`src/rtl/mem_cycle_ctrl_pkg.sv`:
```
// Shared encodings for the MAR/MDR memory cycle sequencer.
// State codes are 4-bit so the table can grow without touching port widths.
package mem_ctrl_pkg;

  localparam int DEF_TIMEOUT = 15;

  localparam logic [3:0] ST_IDLE     = 4'd0;
  localparam logic [3:0] ST_ADDR_RD  = 4'd1;
  localparam logic [3:0] ST_ADDR_WR  = 4'd2;
  localparam logic [3:0] ST_RD_WAIT  = 4'd3;
  localparam logic [3:0] ST_RD_LATCH = 4'd4;
  localparam logic [3:0] ST_RD_DRIVE = 4'd5;
  localparam logic [3:0] ST_WR_WAIT  = 4'd6;
  localparam logic [3:0] ST_WR_DONE  = 4'd7;
  localparam logic [3:0] ST_ERR      = 4'd8;

  typedef struct packed {
    logic mar_load;
    logic mem_rd;
    logic mem_wr;
    logic mdr_from_mem;
    logic mdr_to_bus;
    logic busy;
    logic done;
    logic err_timeout;
  } cycle_out_t;

  function automatic logic is_wait_state(input logic [3:0] st);
    return (st == ST_RD_WAIT) || (st == ST_WR_WAIT);
  endfunction

endpackage

```
`src/rtl/mem_cycle_ctrl_if.sv`:
```
// Request / memory / MDR control bundle between the control unit, memory and MDR.
// The sequencer takes the slave side; the requester and memory model take master.
interface mem_cycle_if #(
  parameter int ADDR_W = 16
);

  logic              req_rd;
  logic              req_wr;
  logic [ADDR_W-1:0] req_addr;
  logic              mem_ready;

  logic [ADDR_W-1:0] mar_addr;
  logic              MAR_load;
  logic              mem_rd;
  logic              mem_wr;
  logic              MDR_from_MEM_En;
  logic              MDR_Data_toBus_TRI_En;
  logic              busy;
  logic              done;
  logic              err_timeout;

  modport slave (
    input  req_rd, req_wr, req_addr, mem_ready,
    output mar_addr, MAR_load, mem_rd, mem_wr, MDR_from_MEM_En,
           MDR_Data_toBus_TRI_En, busy, done, err_timeout
  );

  modport master (
    output req_rd, req_wr, req_addr, mem_ready,
    input  mar_addr, MAR_load, mem_rd, mem_wr, MDR_from_MEM_En,
           MDR_Data_toBus_TRI_En, busy, done, err_timeout
  );

endinterface

```
`src/rtl/mem_cycle_ctrl_timer.sv`:
```
// Wait-state down-counter: loads TIMEOUT, counts toward zero, flags expiry at zero.
// It never wraps, so a stray decrement at zero leaves it expired.
module mem_wait_timer
  import mem_ctrl_pkg::*;
#(
  parameter int TIMEOUT = DEF_TIMEOUT
) (
  input  logic clk,
  input  logic rst,
  input  logic i_load,
  input  logic i_dec,
  output logic o_expired
);

  localparam int CW = (TIMEOUT < 1) ? 1 : $clog2(TIMEOUT + 1);

  logic [CW-1:0] r_cnt;

  always_ff @(posedge clk) begin
    if (!rst) begin
      r_cnt <= '0;
    end else if (i_load) begin
      r_cnt <= CW'(TIMEOUT);
    end else if (i_dec && (r_cnt != '0)) begin
      r_cnt <= r_cnt - CW'(1);
    end
  end

  assign o_expired = (r_cnt == '0);

endmodule

```
`src/rtl/mem_cycle_ctrl.sv`:
```
// Sequences one MAR/MDR memory read or write with a ready handshake and timeout abort.
// All outputs decode from registered state, so nothing flows combinationally in to out.
//
// state    | meaning
// IDLE     | waiting for req_rd / req_wr, captures address on accept
// ADDR_RD  | MAR_load for a read, arms timer
// ADDR_WR  | MAR_load for a write, arms timer
// RD_WAIT  | mem_rd held, waiting on mem_ready
// RD_LATCH | mem_rd + MDR latches memory data
// RD_DRIVE | MDR drives bus, done pulse
// WR_WAIT  | mem_wr held, waiting on mem_ready
// WR_DONE  | done pulse
// ERR      | err_timeout pulse, strobes dropped
module mem_cycle_ctrl
  import mem_ctrl_pkg::*;
#(
  parameter int ADDR_W  = 16,
  parameter int TIMEOUT = DEF_TIMEOUT
) (
  input logic       clk,
  input logic       rst,
  mem_cycle_if.slave bus
);

  logic [3:0]        r_state;
  logic [3:0]        w_next;
  logic [ADDR_W-1:0] r_mar_addr;
  cycle_out_t        w_out;
  logic              w_tmr_load;
  logic              w_tmr_dec;
  logic              w_expired;
  logic              w_accept;

  assign w_accept   = (r_state == ST_IDLE) && (bus.req_rd || bus.req_wr);
  assign w_tmr_load = (r_state == ST_ADDR_RD) || (r_state == ST_ADDR_WR);
  assign w_tmr_dec  = is_wait_state(r_state) && !bus.mem_ready;

  mem_wait_timer #(
    .TIMEOUT (TIMEOUT)
  ) u_timer (
    .clk       (clk),
    .rst       (rst),
    .i_load    (w_tmr_load),
    .i_dec     (w_tmr_dec),
    .o_expired (w_expired)
  );

  always_ff @(posedge clk) begin
    if (!rst) begin
      r_state <= ST_IDLE;
    end else begin
      r_state <= w_next;
    end
  end

  always_ff @(posedge clk) begin
    if (!rst) begin
      r_mar_addr <= '0;
    end else if (w_accept) begin
      r_mar_addr <= bus.req_addr;
    end
  end

  // mem_ready is checked before expiry so a late ready still completes
  always_comb begin
    w_next = r_state;
    case (r_state)
      ST_IDLE: begin
        if (bus.req_rd)      w_next = ST_ADDR_RD;
        else if (bus.req_wr) w_next = ST_ADDR_WR;
      end
      ST_ADDR_RD:  w_next = ST_RD_WAIT;
      ST_ADDR_WR:  w_next = ST_WR_WAIT;
      ST_RD_WAIT: begin
        if (bus.mem_ready)   w_next = ST_RD_LATCH;
        else if (w_expired)  w_next = ST_ERR;
      end
      ST_RD_LATCH: w_next = ST_RD_DRIVE;
      ST_RD_DRIVE: w_next = ST_IDLE;
      ST_WR_WAIT: begin
        if (bus.mem_ready)   w_next = ST_WR_DONE;
        else if (w_expired)  w_next = ST_ERR;
      end
      ST_WR_DONE:  w_next = ST_IDLE;
      ST_ERR:      w_next = ST_IDLE;
      default:     w_next = ST_IDLE;
    endcase
  end

  always_comb begin
    w_out      = '0;
    w_out.busy = (r_state != ST_IDLE);
    case (r_state)
      ST_ADDR_RD,
      ST_ADDR_WR:  w_out.mar_load = 1'b1;
      ST_RD_WAIT:  w_out.mem_rd = 1'b1;
      ST_RD_LATCH: begin
        w_out.mem_rd       = 1'b1;
        w_out.mdr_from_mem = 1'b1;
      end
      ST_RD_DRIVE: begin
        w_out.mdr_to_bus = 1'b1;
        w_out.done       = 1'b1;
      end
      ST_WR_WAIT:  w_out.mem_wr = 1'b1;
      ST_WR_DONE:  w_out.done = 1'b1;
      ST_ERR:      w_out.err_timeout = 1'b1;
      default:     w_out.busy = 1'b0;
    endcase
  end

  assign bus.mar_addr              = r_mar_addr;
  assign bus.MAR_load              = w_out.mar_load;
  assign bus.mem_rd                = w_out.mem_rd;
  assign bus.mem_wr                = w_out.mem_wr;
  assign bus.MDR_from_MEM_En       = w_out.mdr_from_mem;
  assign bus.MDR_Data_toBus_TRI_En = w_out.mdr_to_bus;
  assign bus.busy                  = w_out.busy;
  assign bus.done                  = w_out.done;
  assign bus.err_timeout           = w_out.err_timeout;

endmodule

```
`src/flat_wrapper.sv`:
```
// flat-port wrapper written by rule: the top's interface ports become plain ports
module mem_cycle_ctrl_flat import mem_ctrl_pkg::*;
#(
  parameter int ADDR_W  = 16,
  parameter int TIMEOUT = DEF_TIMEOUT
)
  (clk, rst, bus_req_rd, bus_req_wr, bus_req_addr, bus_mem_ready, bus_mar_addr, bus_MAR_load, bus_mem_rd, bus_mem_wr, bus_MDR_from_MEM_En, bus_MDR_Data_toBus_TRI_En, bus_busy, bus_done, bus_err_timeout);
  mem_cycle_if #(.ADDR_W(ADDR_W)) bus_i ();
  input logic clk;
  input logic rst;
  input wire logic [$bits(bus_i.req_rd)-1:0] bus_req_rd;
  input wire logic [$bits(bus_i.req_wr)-1:0] bus_req_wr;
  input wire logic [$bits(bus_i.req_addr)-1:0] bus_req_addr;
  input wire logic [$bits(bus_i.mem_ready)-1:0] bus_mem_ready;
  output wire logic [$bits(bus_i.mar_addr)-1:0] bus_mar_addr;
  output wire logic [$bits(bus_i.MAR_load)-1:0] bus_MAR_load;
  output wire logic [$bits(bus_i.mem_rd)-1:0] bus_mem_rd;
  output wire logic [$bits(bus_i.mem_wr)-1:0] bus_mem_wr;
  output wire logic [$bits(bus_i.MDR_from_MEM_En)-1:0] bus_MDR_from_MEM_En;
  output wire logic [$bits(bus_i.MDR_Data_toBus_TRI_En)-1:0] bus_MDR_Data_toBus_TRI_En;
  output wire logic [$bits(bus_i.busy)-1:0] bus_busy;
  output wire logic [$bits(bus_i.done)-1:0] bus_done;
  output wire logic [$bits(bus_i.err_timeout)-1:0] bus_err_timeout;
  assign bus_i.req_rd = bus_req_rd;
  assign bus_i.req_wr = bus_req_wr;
  assign bus_i.req_addr = bus_req_addr;
  assign bus_i.mem_ready = bus_mem_ready;
  assign bus_mar_addr = bus_i.mar_addr;
  assign bus_MAR_load = bus_i.MAR_load;
  assign bus_mem_rd = bus_i.mem_rd;
  assign bus_mem_wr = bus_i.mem_wr;
  assign bus_MDR_from_MEM_En = bus_i.MDR_from_MEM_En;
  assign bus_MDR_Data_toBus_TRI_En = bus_i.MDR_Data_toBus_TRI_En;
  assign bus_busy = bus_i.busy;
  assign bus_done = bus_i.done;
  assign bus_err_timeout = bus_i.err_timeout;
  mem_cycle_ctrl #(.ADDR_W(ADDR_W), .TIMEOUT(TIMEOUT)) u_core (.clk(clk), .rst(rst), .bus(bus_i));
endmodule
```
`config.mk`:
```
export PLATFORM = sky130hd
export DESIGN_NAME = mem_cycle_ctrl_flat
export DESIGN_NICKNAME = d
export VERILOG_FILES = /design/src/rtl/mem_cycle_ctrl_pkg.sv /design/src/rtl/mem_cycle_ctrl_if.sv /design/src/rtl/mem_cycle_ctrl_timer.sv /design/src/rtl/mem_cycle_ctrl.sv /design/src/flat_wrapper.sv
export SDC_FILE = /design/constraint.sdc
export NUM_CORES = 1
export LEC_CHECK = 0
export ABC_AREA = 0
export CORE_UTILIZATION = 25
export DETAILED_ROUTE_END_ITERATION = 8
export HOLD_SLACK_MARGIN = 0.06
export SYNTH_ARGS = -nofsm -noshare
export SYNTH_HDL_FRONTEND = slang
export SYNTH_SLANG_ARGS = --single-unit
```
`constraint.sdc`:
```
create_clock -name clk -period 3.5 [get_ports clk]
set_input_delay 0.875 -clock clk [delete_from_list [all_inputs] [get_ports clk]]
set_output_delay 0.875 -clock clk [all_outputs]
set_load 0.02 [all_outputs]
```
* Yosys cells after proc, flatten, opt, wreduce, memory -nomap -nowiden *
Cells that the tools add are included.
W data, S select, Z words.

storage, ports and cells
  register bits after elaboration = 24
  input bits = 21
  output and inout port bits = 24
  word-level logic and storage cells = 45

cells by class
  add/subtract/negate cells = 1
  eq/ne operators = 9
  mux-type cells = 16
  reductions and logical operators = 16

operator list
  cell                   count
  $mux W4                7
  $pmux W4 S6            1
  $eq A4 B3 Y1 const B   4
  $eq A4 B2 Y1 const B   2
  $logic_not A4 Y1       2
  $mux W1                8
  $reduce_bool A4 Y1     2
  $reduce_or A8 Y1       1
  $reduce_or A2 Y1       3
  $eq A4 B1 Y1 const B   1
  $eq A4 B4 Y1 const B   1
  $sub A4 B1 Y4 const B  1
  $logic_and A1 B1 Y1    3
  $logic_or A1 B1 Y1     3
  $ne A3 B3 Y1 const B   1
  $reduce_bool A2 Y1     1
  $logic_not A1 Y1       1

* Depth between registers and ports, before layout *
  depth after elaboration = 6
  gate-level depth with buffers = 7
  gate-level depth less buffers = 6

* By module *
From an unflattened synthesis, not the netlist that was laid out.

unflattened totals
  cell total of the unflattened synthesis = 144
  area, all modules = 1177.4 µm²

by module, submodules not included
  module          instances  cells an instance  area each (µm²)  seq. area each (µm²)
  mem_cycle_ctrl  1          120                955.9            400.4
  mem_wait_timer  1          24                 221.5            80.1

* Worst setup path after synthesis *
OpenSTA, ideal clock, no wires.

  path kind = reg2out
  from = register u_core.r_state[2]
  to = output bus_MDR_Data_toBus_TRI_En
  arrival = 1301 ps
  required time = 2625 ps
  setup slack = 1324 ps
  stages on the path, launching flop included = 4
  path buffers = 1
  path through = dfxtp_1 clkbuf_1 nand2b_1 nor3b_1

between the ends
  longest elaborated chain between the ends = 2

RTL lines
  what                    RTL line              RTL
  from (decl)             mem_cycle_ctrl.sv:25  logic [3:0] r_state;
  from (signal assigned)  mem_cycle_ctrl.sv:52  r_state <= w_next;
  $eq A4 B3 Y1            mem_cycle_ctrl.sv:93  case (r_state)
  $mux W1                 mem_cycle_ctrl.sv:93
  to (decl)               flat_wrapper.sv:20    output wire logic [$bits(bus_i.MDR_Data_toBus_TRI_En)-1:0] bus_MDR_Data_toBus_TRI_En;

Every way passes these cells.

* Worst setup path in the final report *
  from = register u_core.r_state[0]
  to = output bus_MAR_load

between the ends
  longest elaborated chain between the ends = 3
  elaborated cells between the ends (all ways) = 4
  classes of those cells = 2 x eq/ne; 1 x mux; 1 x reduce/logical

RTL lines
  what                                                 RTL line              RTL
  $eq A4 B2 Y1 / $eq A4 B1 Y1 (equally long branches)  mem_cycle_ctrl.sv:93
  $reduce_or A2 Y1 (*)                                 -
  $mux W1 (*)                                          mem_cycle_ctrl.sv:93
  to (decl)                                            flat_wrapper.sv:16    output wire logic [$bits(bus_i.MAR_load)-1:0] bus_MAR_load;

Every way passes the cells marked *; elsewhere a longest branch is shown, timed or not.

==> qor.csv <==
metric,value,unit
status,"complete, but fails checks",
failing checks,DRC,
postcts setup bufs,0,
CP max-delay cell,dfxtp_1,
power density cells,867.1,mW/mm2
clock skew,0.004476,ns
R2R setup slack,1.64,ns
"Core Util, Final",0.3823,
critical path cell sequence,"xnor2_1, nor3_1, buf_4, clkdlybuf4s50_1",
# rows,24,
RSZ-0062 raised after global routing,no,
Highest Clock Rate,0.3572,GHz
post-route ant nets,0,
Fill cells,484,
CTS tree,built,
vias,1074,
gr usage total,0.1062,
setup TNS,0,ns
Hold Crit Start,u_core.bus.mar_addr[7],
Crit. End Element,primary output,
worst stage delay on the critical path,0.62,ns
largest net degree at the start of global routing,22,
Vias/cell,4.513,
core area,0.004474,mm2
Max Cap Violations,0,
CTS root buffer,clkbuf_8,
P_leak,0.6311,nW
gpl congestion,0.8138,
worst slew pin tran,0.7373,ns
port bufs,44,
worst hold path type,reg2reg,
DIE AREA,0.005035,mm2
WP data required,2.62,ns
cell family with most CP delay,buffers and inverters,
Tcrit/Tclk final,0.7999,
R2R Path Start,u_core.r_state[0],
final setup vio count,0,
Synth top area share,0.4042,
Slew HR,0.5039,
Fin. Hold Viols,0,
die width,70.96,um
Die Y,70.96,um
Synth area leaders,"dfxtp_1, nand2_1, a21boi_1",
Worst Path Buf+Inv,2,
first-pass GRT wire length,4319,um
initial antenna violation count,0,
cts bufs inserted,3,
Hold Path Depth,2,
clk_lat worst skew,0.27,ns
layout cells sized above 1,0.05376,
Slew Limit Fails,0,
Worst-path clk slew,0.09,ns
syn avg cell area,8.141,um2
shortest period the worst path allows,2.800,ns
Yosys cell types,36,
post-synthesis cell count,146,
Seq cells post-synth,24,
Mapped Area,0.001189,mm2
number of global-route vias before repair,989,
CTS Hold Buffers Added,0,
maximum VDD drop,0.0004312,V
"commonest non-fill, non-tap cell in the layout",clkdlybuf4s50_1,
Worst R2R Path Depth,4,
hpwl dp,1815,um
worst-case hold path end point,u_core.bus.mar_addr[7],
DRT iter0 DRCs,50,
wire per inst,10.87,um
Clock Tree Buf Depth,2,
Crit Reg-Reg Endpoint,u_core.bus.mar_addr[1],
gr ovfl total,0,
synth warn,0,
"Max FO, Critical Path",15,
Crit Path Class,reg2out,
area delta synth->final,43.89,%
Initial Utilization,0.2657,
register area share after synthesis,0.4042,
syn nets,168,
fin nets,209,
"commonest cells after routing, fill and taps aside","clkdlybuf4s50_1, nand2_1, dfxtp_1, a21boi_1, nor2_1",
total wire length,2588,um
Pre-antenna DRT Iters,6,
CTS H-Tree Depth,1,
clock sink total,24,
Yosys top cell by area,dfxtp_1,
startpoint types,flop,
DR DRC count,5,
CP arrival,1.92,ns
antenna diode count,0,
I/O pins,45,
CTS resizes,0,
[how the worst max path moves through the flow]
| stage | end | cells past startpoint | start | slack [ns] |
|---|---|---|---|---|
| after floorplan | bus_MDR_Data_toBus_TRI_En | 3 | u_core.r_state[2] | 1.32 |
| after global placement | bus_MAR_load | 4 | u_core.r_state[0] | 0.99 |
| after detailed placement | bus_MAR_load | 4 | u_core.r_state[0] | 0.99 |
| after CTS | bus_MAR_load | 4 | u_core.r_state[0] | 0.68 |
| after global routing | bus_MAR_load | 4 | u_core.r_state[0] | 0.55 |
| final | bus_MAR_load | 4 | u_core.r_state[0] | 0.70 |
[cell usage after synthesis (all sizes together)]
cell,n
a211oi,1
a21boi,16
a21oi,2
a22o,1
a31oi,2
and2,1
and3,1
and3b,1
buf,6
clkbuf,4
dfxtp,24
ha,1
inv,5
nand2,38
nand2b,3
nand3b,1
nand4,1
nor2,9
nor3,8
nor3b,4
nor4,1
nor4b,1
o21a,1
o21ai,2
o311a,1
o31a,1
o31ai,1
or3,3
or3b,1
or4,2
xnor2,3
[metrics by stage]
step	instance area [um2]	power, mW	hold slack [ns]	worst slack [ns]	cells
final	1710	1.483	0.4547	0.7002	238
after global routing	1710	1.604	0.4786	0.5549	238
after CTS	1710	1.507	0.4573	0.6794	238
after detailed placement	1639	1.257	0.4447	0.9917	234
after global placement	1639	1.255	0.4410	0.9878	234
after floorplan	1189	1.007	0.4976	1.324	146
[report_power, final]
part	internal, mW	switching, mW
combinational	0.370	0.410
clock	0.153	0.0907
sequential	0.364	0.0961
[cell type report]
cell class | count | area, um2 | area share
Tap cell | 52 | 65.06 | 0.03804
Sequential cell | 24 | 480.5 | 0.2809
Clock inverter | 1 | 30.03 | 0.01756
Inverter | 5 | 18.77 | 0.01097
Timing Repair Buffer | 46 | 455.4 | 0.2663
Clock buffer | 3 | 41.29 | 0.02414
Multi-Input combinational cell | 107 | 619.3 | 0.3621
[cells by family after synthesis]
group / share of synthesized area
adder cells (fa/ha/maj): 0.01052
AO/OA/AOI/OAI: 0.1705
flip-flops: 0.4042
AND/OR/NAND/NOR: 0.3179
XOR/XNOR: 0.02211
buffers and inverters: 0.07473
[sequential cells by signal, summed over array words and instances (netlist names)]
| signal | cells |
|---|---|
| u_core.bus.mar_addr | 16 |
| u_core.u_timer.r_cnt | 4 |
| u_core.r_state | 4 |
[worst reg2reg max path, cell delays in order, from the launching register on]
cell and delay (ns):
dfxtp_1 0.46, or3_4 0.46, or3_1 0.60, nand2_1 0.14, a21boi_0 0.08
[layer usage]
layer	global-route usage	vias to the layer above	share of wire
li1	-	574	-
met2	0.1795	27	0.44
met4	0.02000	0	0.0066
met3	0.03276	2	0.065
met5	0	-	0
met1	0.1344	471	0.49
Power figures use the tool's default switching activity.
